## src/rtl/reg_trace_bank.sv

```systemverilog
// Trace register bank: indexed rule window, shadowed pattern/mask with atomic
// commit, saturating per-rule match counters with coherent multi-byte reads.
// Ports: usb_clk/reset_n, reg_* front-end bus, read_data, selected,
// I_synchronized, I_match, O_* trigger controls, live patterns/masks, O_commit.
module reg_trace_bank #(
  parameter int pADDR_WIDTH = 21,
  parameter int pBYTECNT_SIZE = 7,
  parameter int pMATCH_RULES = 8,
  parameter int pBUFFER_SIZE = 64,
  parameter int pCOUNT_WIDTH = 16,
  parameter logic [1:0] pSELECT = 2'b10
) (
  input  logic usb_clk,
  input  logic reset_n,
  input  logic [pADDR_WIDTH-pBYTECNT_SIZE-1:0] reg_address,
  input  logic [pBYTECNT_SIZE-1:0] reg_bytecnt,
  input  logic [7:0] write_data,
  output logic [7:0] read_data,
  input  logic reg_read,
  input  logic reg_write,
  input  logic reg_addrvalid,
  output logic selected,
  input  logic I_synchronized,
  input  logic [pMATCH_RULES-1:0] I_match,
  output logic [4:0] O_clksettings,
  output logic [pMATCH_RULES-1:0] O_pattern_enable,
  output logic [pMATCH_RULES-1:0] O_pattern_trig_enable,
  output logic O_trace_reset_sync,
  output logic [2:0] O_trace_width,
  output logic O_soft_trig_passthru,
  output logic O_soft_trig_enable,
  output logic O_capture_raw,
  output logic [pMATCH_RULES*pBUFFER_SIZE-1:0] O_trace_pattern,
  output logic [pMATCH_RULES*pBUFFER_SIZE-1:0] O_trace_mask,
  output logic O_commit
);

  localparam int NR = pMATCH_RULES;
  localparam int BW = pBUFFER_SIZE;
  localparam int NB = BW / 8;
  localparam int CW = pCOUNT_WIDTH;
  localparam int NC = CW / 8;
  localparam int PW = NR * BW;
  localparam int AW = pADDR_WIDTH - pBYTECNT_SIZE;

  // "TraceRg2", byte 0 in the low byte
  localparam logic [63:0] NAME = 64'h3267_5265_6361_7254;

  localparam logic [4:0] A_NAME  = 5'h00;
  localparam logic [4:0] A_REV   = 5'h01;
  localparam logic [4:0] A_CLK   = 5'h02;
  localparam logic [4:0] A_PEN   = 5'h03;
  localparam logic [4:0] A_PTE   = 5'h04;
  localparam logic [4:0] A_RSYNC = 5'h05;
  localparam logic [4:0] A_WIDTH = 5'h06;
  localparam logic [4:0] A_PASS  = 5'h07;
  localparam logic [4:0] A_STEN  = 5'h08;
  localparam logic [4:0] A_RAW   = 5'h09;
  localparam logic [4:0] A_SYNC  = 5'h0A;
  localparam logic [4:0] A_RSEL  = 5'h0B;
  localparam logic [4:0] A_PAT   = 5'h0C;
  localparam logic [4:0] A_MSK   = 5'h0D;
  localparam logic [4:0] A_COMM  = 5'h0E;
  localparam logic [4:0] A_CNT   = 5'h0F;
  localparam logic [4:0] A_CLR   = 5'h10;

  logic [4:0] r_clk;
  logic [NR-1:0] r_pen;
  logic [NR-1:0] r_pte;
  logic r_rsync;
  logic [2:0] r_width;
  logic r_pass;
  logic r_sten;
  logic r_raw;
  logic [3:0] r_sel;
  logic [PW-1:0] r_sh_pat;
  logic [PW-1:0] r_sh_msk;
  logic [PW-1:0] r_pat;
  logic [PW-1:0] r_msk;
  logic r_dirty;
  logic r_commit;
  logic [CW-1:0] r_cnt [NR];
  logic [CW-1:0] r_snap;
  logic [7:0] r_rdata;

  logic [4:0] w_addr;
  logic [31:0] w_bidx;
  logic w_b0;
  logic w_wr;
  logic w_rd;
  logic w_clr;
  logic [7:0] w_rbyte;
  logic [CW-1:0] w_cnt_sel;
  logic w_unused;

  assign w_addr = reg_address[4:0];
  assign w_bidx = 32'(reg_bytecnt);
  assign w_b0 = (reg_bytecnt == '0);
  assign selected = reg_addrvalid & (reg_address[6:5] == pSELECT);
  assign w_wr = selected & reg_write;
  assign w_rd = selected & reg_read;
  assign w_clr = w_wr & (w_addr == A_CLR) & w_b0 & write_data[0];
  // snapshot byte 0 is never read back: byte 0 always comes from the live count
  assign w_unused = &{1'b0, reg_address[AW-1:7], r_snap[7:0]};

  assign read_data = r_rdata;
  assign O_clksettings = r_clk;
  assign O_pattern_enable = r_pen;
  assign O_pattern_trig_enable = r_pte;
  assign O_trace_reset_sync = r_rsync;
  assign O_trace_width = r_width;
  assign O_soft_trig_passthru = r_pass;
  assign O_soft_trig_enable = r_sten;
  assign O_capture_raw = r_raw;
  assign O_trace_pattern = r_pat;
  assign O_trace_mask = r_msk;
  assign O_commit = r_commit;

  always_comb begin
    w_cnt_sel = '0;
    for (int r = 0; r < NR; r++)
      if (r_sel == 4'(r)) w_cnt_sel = r_cnt[r];
  end

  always_comb begin
    w_rbyte = 8'h00;
    case (w_addr)
      A_NAME:
        for (int b = 0; b < 8; b++)
          if (w_bidx == 32'(b)) w_rbyte = NAME[b*8 +: 8];
      A_REV:   if (w_b0) w_rbyte = 8'h01;
      A_CLK:   if (w_b0) w_rbyte = {3'b000, r_clk};
      A_PEN:
        for (int k = 0; k < NR; k++)
          if (w_bidx == 32'(k / 8)) w_rbyte[k % 8] = r_pen[k];
      A_PTE:
        for (int k = 0; k < NR; k++)
          if (w_bidx == 32'(k / 8)) w_rbyte[k % 8] = r_pte[k];
      A_RSYNC: if (w_b0) w_rbyte = {7'd0, r_rsync};
      A_WIDTH: if (w_b0) w_rbyte = {5'd0, r_width};
      A_PASS:  if (w_b0) w_rbyte = {7'd0, r_pass};
      A_STEN:  if (w_b0) w_rbyte = {7'd0, r_sten};
      A_RAW:   if (w_b0) w_rbyte = {7'd0, r_raw};
      A_SYNC:  if (w_b0) w_rbyte = {7'd0, I_synchronized};
      A_RSEL:  if (w_b0) w_rbyte = {4'd0, r_sel};
      A_PAT:
        for (int r = 0; r < NR; r++)
          for (int b = 0; b < NB; b++)
            if (r_sel == 4'(r) && w_bidx == 32'(b))
              w_rbyte = r_sh_pat[r*BW + b*8 +: 8];
      A_MSK:
        for (int r = 0; r < NR; r++)
          for (int b = 0; b < NB; b++)
            if (r_sel == 4'(r) && w_bidx == 32'(b))
              w_rbyte = r_sh_msk[r*BW + b*8 +: 8];
      A_COMM:  if (w_b0) w_rbyte = {7'd0, r_dirty};
      A_CNT: begin
        if (w_b0) w_rbyte = w_cnt_sel[7:0];
        for (int b = 1; b < NC; b++)
          if (w_bidx == 32'(b)) w_rbyte = r_snap[b*8 +: 8];
      end
      default: w_rbyte = 8'h00;
    endcase
  end

  always_ff @(posedge usb_clk or negedge reset_n) begin
    if (!reset_n) begin
      r_clk <= '0;
      r_pen <= '0;
      r_pte <= '0;
      r_rsync <= 1'b0;
      r_width <= 3'd4;
      r_pass <= 1'b1;
      r_sten <= 1'b0;
      r_raw <= 1'b0;
      r_sel <= '0;
      r_sh_pat <= '0;
      r_sh_msk <= '1;
      r_pat <= '0;
      r_msk <= '1;
      r_dirty <= 1'b0;
      r_commit <= 1'b0;
    end else begin
      r_commit <= 1'b0;
      if (w_wr) begin
        case (w_addr)
          A_CLK:   if (w_b0) r_clk <= write_data[4:0];
          A_PEN:
            for (int k = 0; k < NR; k++)
              if (w_bidx == 32'(k / 8)) r_pen[k] <= write_data[k % 8];
          A_PTE:
            for (int k = 0; k < NR; k++)
              if (w_bidx == 32'(k / 8)) r_pte[k] <= write_data[k % 8];
          A_RSYNC: if (w_b0) r_rsync <= write_data[0];
          A_WIDTH: if (w_b0) r_width <= write_data[2:0];
          A_PASS:  if (w_b0) r_pass <= write_data[0];
          A_STEN:  if (w_b0) r_sten <= write_data[0];
          A_RAW:   if (w_b0) r_raw <= write_data[0];
          A_RSEL:
            if (w_b0 && 32'(write_data) < 32'(NR))
              r_sel <= write_data[3:0];
          A_PAT:
            if (w_bidx < 32'(NB)) begin
              r_dirty <= 1'b1;
              for (int r = 0; r < NR; r++)
                for (int b = 0; b < NB; b++)
                  if (r_sel == 4'(r) && w_bidx == 32'(b))
                    r_sh_pat[r*BW + b*8 +: 8] <= write_data;
            end
          A_MSK:
            if (w_bidx < 32'(NB)) begin
              r_dirty <= 1'b1;
              for (int r = 0; r < NR; r++)
                for (int b = 0; b < NB; b++)
                  if (r_sel == 4'(r) && w_bidx == 32'(b))
                    r_sh_msk[r*BW + b*8 +: 8] <= write_data;
            end
          A_COMM:
            if (w_b0) begin
              r_pat <= r_sh_pat;
              r_msk <= r_sh_msk;
              r_dirty <= 1'b0;
              r_commit <= 1'b1;
            end
          default: ;
        endcase
      end
    end
  end

  // clear has priority over a coincident match
  always_ff @(posedge usb_clk or negedge reset_n) begin
    if (!reset_n) begin
      for (int i = 0; i < NR; i++) r_cnt[i] <= '0;
    end else begin
      for (int i = 0; i < NR; i++) begin
        if (w_clr)
          r_cnt[i] <= '0;
        else if (I_match[i] && r_cnt[i] != {CW{1'b1}})
          r_cnt[i] <= r_cnt[i] + 1'b1;
      end
    end
  end

  // byte-0 read of MATCH_COUNT freezes the count for the upper bytes
  always_ff @(posedge usb_clk or negedge reset_n) begin
    if (!reset_n) begin
      r_snap <= '0;
      r_rdata <= 8'h00;
    end else begin
      r_rdata <= w_rd ? w_rbyte : 8'h00;
      if (w_rd && w_addr == A_CNT && w_b0) r_snap <= w_cnt_sel;
    end
  end

endmodule

```

## config.mk

```make
export PLATFORM = sky130hd
export DESIGN_NAME = reg_trace_bank
export DESIGN_NICKNAME = d
export VERILOG_FILES = /design/src/rtl/reg_trace_bank.sv
export SDC_FILE = /design/constraint.sdc
export NUM_CORES = 2
export LEC_CHECK = 0
export BUFFER_PORTS_ARGS = -buffer_cell sky130_fd_sc_hd__buf_4
export CAP_MARGIN = 5
export CORE_MARGIN = 2
export CORE_UTILIZATION = 38
export CTS_BUF_LIST = sky130_fd_sc_hd__clkbuf_8 sky130_fd_sc_hd__clkbuf_16
export DETAILED_ROUTE_END_ITERATION = 10
export PLACE_DENSITY_LB_ADDON = 0.1
export SLEW_MARGIN = 20
export SYNTH_ARGS = -nofsm -noshare
export SYNTH_HDL_FRONTEND = slang
export SYNTH_SLANG_ARGS = --single-unit
```

## constraint.sdc

```tcl
create_clock -name usb_clk -period 2.6 [get_ports usb_clk]
set_input_delay 0.26 -clock usb_clk [delete_from_list [all_inputs] [get_ports usb_clk]]
set_output_delay 0.26 -clock usb_clk [all_outputs]
set_load 0.02 [all_outputs]
```

==> metrics.txt <==
run status=finished with violations; violated checks=negative setup slack; detailed-route via count=88,900; reported net switching power=18.6 mW; Via-to-Cell Ratio=5.74; delay of the slowest cell on the worst path=0.63 ns; final number of max-transition violations=0; CP Class=flop to flop; switching share of power=24.8%; detailed-placement wirelength estimate=416,000 um; leakage dissipation=66.3 nW; post-synthesis cell type count=99; series of cell instances along the critical path=or4_4, buf_12, nor3_4, buf_6, buf_4, o2bb2ai_2, o2bb2ai_2, a21oi_2, nor4_4, a211oi_4, o221ai_2, a21boi_1, o21ai_1; worst reg2reg path depth=13; leading area contributor after synthesis=dfrtp_1; post-synthesis cell count=9,512; portion of total power attributed to sequential cells=47.6%; First-pass DRT Iterations=6; Critical Path AT=4.36 ns; final cell area excluding filler cells=134,000 sq um; placement row count=187; core utilization of the finished layout=51.8%; total of buffers placed on input and output ports=1,097; predominant post-synthesis flop cell=dfrtp_1; antenna violations before repair=37; remaining global-route overflow=0; share of layout cells above drive strength 1=46.0%; Placement Cell Area=123,000 sq um; clock root cell=clkbuf_16; global-route wire length before repair=725,000 um; WP data required=3.43 ns; area of the placeable core=259,000 sq um; #FFs+latches synth=2,226; Mapped Nets=9,563; Final Hold Viols=0; Synth area leaders=dfrtp_1 (30%), dfstp_2 (27%), nand2_1 (13%), mux2_2 (12%), clkbuf_1 (1.7%); clock share of power=47.2%; remaining max-slew budget at the tightest pin=25.6%; clock transition at the registers of the reported paths=0.06 ns; library cell with the highest instance count after synthesis=nand2_1; setup repair after global routing missed its margin=true; internal power contribution=56.5 mW; Avg Cell Area, Syn=10.4 sq um; number of flops mapped to enable cells by yosys=0; maximum fanout along the worst path=6; Clock Latency Late Sink=0.95 ns; largest clock skew in the final design=0.0755 ns; I/O pin count=1,105; portion of the post-synthesis area used by sequential elements=57.8%; Post-route DRC=0; fraction of the cycle the final worst path needs=136%; sort of element at the start of the critical path=flop; fin worst setup slack=-0.928 ns; Max IR drop VDD=757 uV; Max Fclk=283 MHz; post-synthesis cell area=98,600 sq um; portion of synthesized cell area occupied by the leading cell type=30.5%; number of levels in the clock H-tree=4; top cell types by occurrence after synthesis=nand2_1 (3,434), dfrtp_1 (1,200), mux2_2 (1,061), dfstp_2 (1,026), clkbuf_1 (435); most prevalent standard cell on the critical path=o2bb2ai_2; element type at the critical path end=flop; power per unit of standard cell area=560 nW/um^2; initial core utilization=38.1%; number of nets in the final layout=11,900; clock tree buffer depth=3; vias in the first global route=87,500; average wire per standard cell=34.1 um; Routed Antenna Nets=0; floorplan die area=264,000 sq um; Yosys warning count=0; clock sink total=2,226; total clock buffers created by CTS=236; pin count of the biggest net entering global routing=121; WL final=528,000 um; total global routing track utilization=39.2%; 1st-iter DRT viols=9,515; area added between synthesis and finish=36.1%; path class of the lowest-slack min-delay path=primary input to asynchronous set/reset pin; final estimated routing congestion in global placement=1.03; Comb pwr share=5.2%; cell with the biggest individual delay on the critical path=or4_4; # Max-Cap Violations=0; horizontal extent of the die=513 um; Setup-failing EPs final=27; async set or reset register ratio after synthesis=100%; vertical die dimension=513 um; TritonCTS clock tree=built; worst slew pin tran=1.11 ns; min cycle time layout=3.53 ns
-- cell families after synthesis --
family / synth area share, %
AOI/OAI and AO/OA: 7.97
xor gates and xnor gates: 0.799
adders and majority gates: 0.102
muxes: 12.3
buffers and inverters: 2.53
and+or+nand+nor: 18.5
DFF: 57.8
-- critical path: cells and delay by family (launching register included) --
family,cells,cell delay [ns]
buf+inv,3,0.47
flops,1,0.48
compound gates,7,1.20
simple gates,3,1.30
-- sequential cells by signal (all words and copies together), names as in the netlist, 3 cells and up --
register               count
O_trace_mask             512
O_trace_pattern          512
r_sh_msk                 512
r_sh_pat                 512
r_cnt                    128
O_pattern_enable           8
O_pattern_trig_enable      8
r_snap                     8
read_data                  8
O_clksettings              5
r_sel                      4
O_trace_width              3
-- power groups by stage --
stage                     Sequential (mW)  Clock (mW)  Combinational (mW)
after floorplan                      36.1           0                1.28
after global placement               36.3           0                3.62
after detailed placement             36.3           0                3.69
after CTS                            35.7        35.9                3.75
after global routing                 35.8        37.2                4.15
final                                35.7        35.5                3.88
-- repair_timing --
item / CTS / global route
cloned: 2 / 0
endpoints found under the setup margin: 248 / 357
hold buffers: 20 / 0
pin swaps: 97 / 70
hold endpoints to repair: 754 / 0
setup buffers: 51 / 33
gates resized for setup: 256 / 155
-- final cells by class --
class                   count  area (sq um)
diodes                     13          32.5
clock buffers             293          6720
clock inverters           156          1490
fillers                 23900        125000
multi-input cells        6685         40900
inverters                  16          60.1
flip-flops and latches   2226         57000
repair buffers           2698         23700
well taps                3402          4260
-- layer usage --
layer | track usage [%] | up-vias | part of all wire (%)
met5 | 0 | - | 0.026
met4 | 19.5 | 20 | 6.1
met3 | 7.49 | 1046 | 7.7
met2 | 60.0 | 4226 | 44
met1 | 53.2 | 46300 | 42
li1 | - | 37200 | -
-- per-stage QoR --
stage	setup WS [ns]	hold slack, ns	TNS [ns]	cells	total power, mW
3_5_place_dp	-1.87	0.292	-776.94	14900	40.0
2_1_floorplan	-0.107	-0.0356	-35.90	9512	37.3
5_1_grt	-0.912	0.0241	-8.67	15500	77.1
4_1_cts	-0.785	0.00509	-7.22	15500	75.4
3_3_place_gp	-1.83	0.297	-720.97	14900	39.9
6_report	-0.928	0.0110	-7.50	15500	75.1
-- path summary, 6_finish.rpt --
check / startpoint / end / slack [ns]
min in group usb_clk: write_data[2] / r_sh_msk[410]$_DFFE_PN1P_ / 0.07
max in group asynchronous: reset_n / r_sh_msk[446]$_DFFE_PN1P_ / 1.31
worst min-delay path: reset_n / O_trace_pattern[112]$_DFFE_PN0P_ / 0.01
worst min register to register: O_trace_mask[328]$_DFFE_PN1P_ / O_trace_mask[328]$_DFFE_PN1P_ / 0.45
worst max register to register: r_sel[2]$_DFFE_PN0P_ / read_data[0]$_DFF_PN0_ / -0.93
worst max-delay path: r_sel[2]$_DFFE_PN0P_ / read_data[0]$_DFF_PN0_ / -0.93
-- cell usage in the layout, fill, tap and decap left out, drive strengths merged, types with 13 or more instances in the layout --
cell type and count:
xor2 69, o221ai 53, a211oi 35, o2bb2ai 18
inv 79, and2 14, dfrtp 1200, or2 14
nor4 45, nor3 108, a221o 30, o21ai 255
diode 13, nand2 3440, a31oi 46, nor2b 17
dfstp 1026, or3 33, nand4 62, o211ai 31
a22oi 86, mux2 1061, o22ai 75, nand3 99
buf 2676, a21o 15, a22o 22, o2111ai 26
a2111oi 21, and3 31, clkbuf 293, a21oi 225
mux2i 17, bufinv 18, a222oi 27, dlygate4sd3 20
clkinv 66, xnor2 21, nor2 427, a221oi 83
No activity file was read; power rests on OpenSTA's default activity.
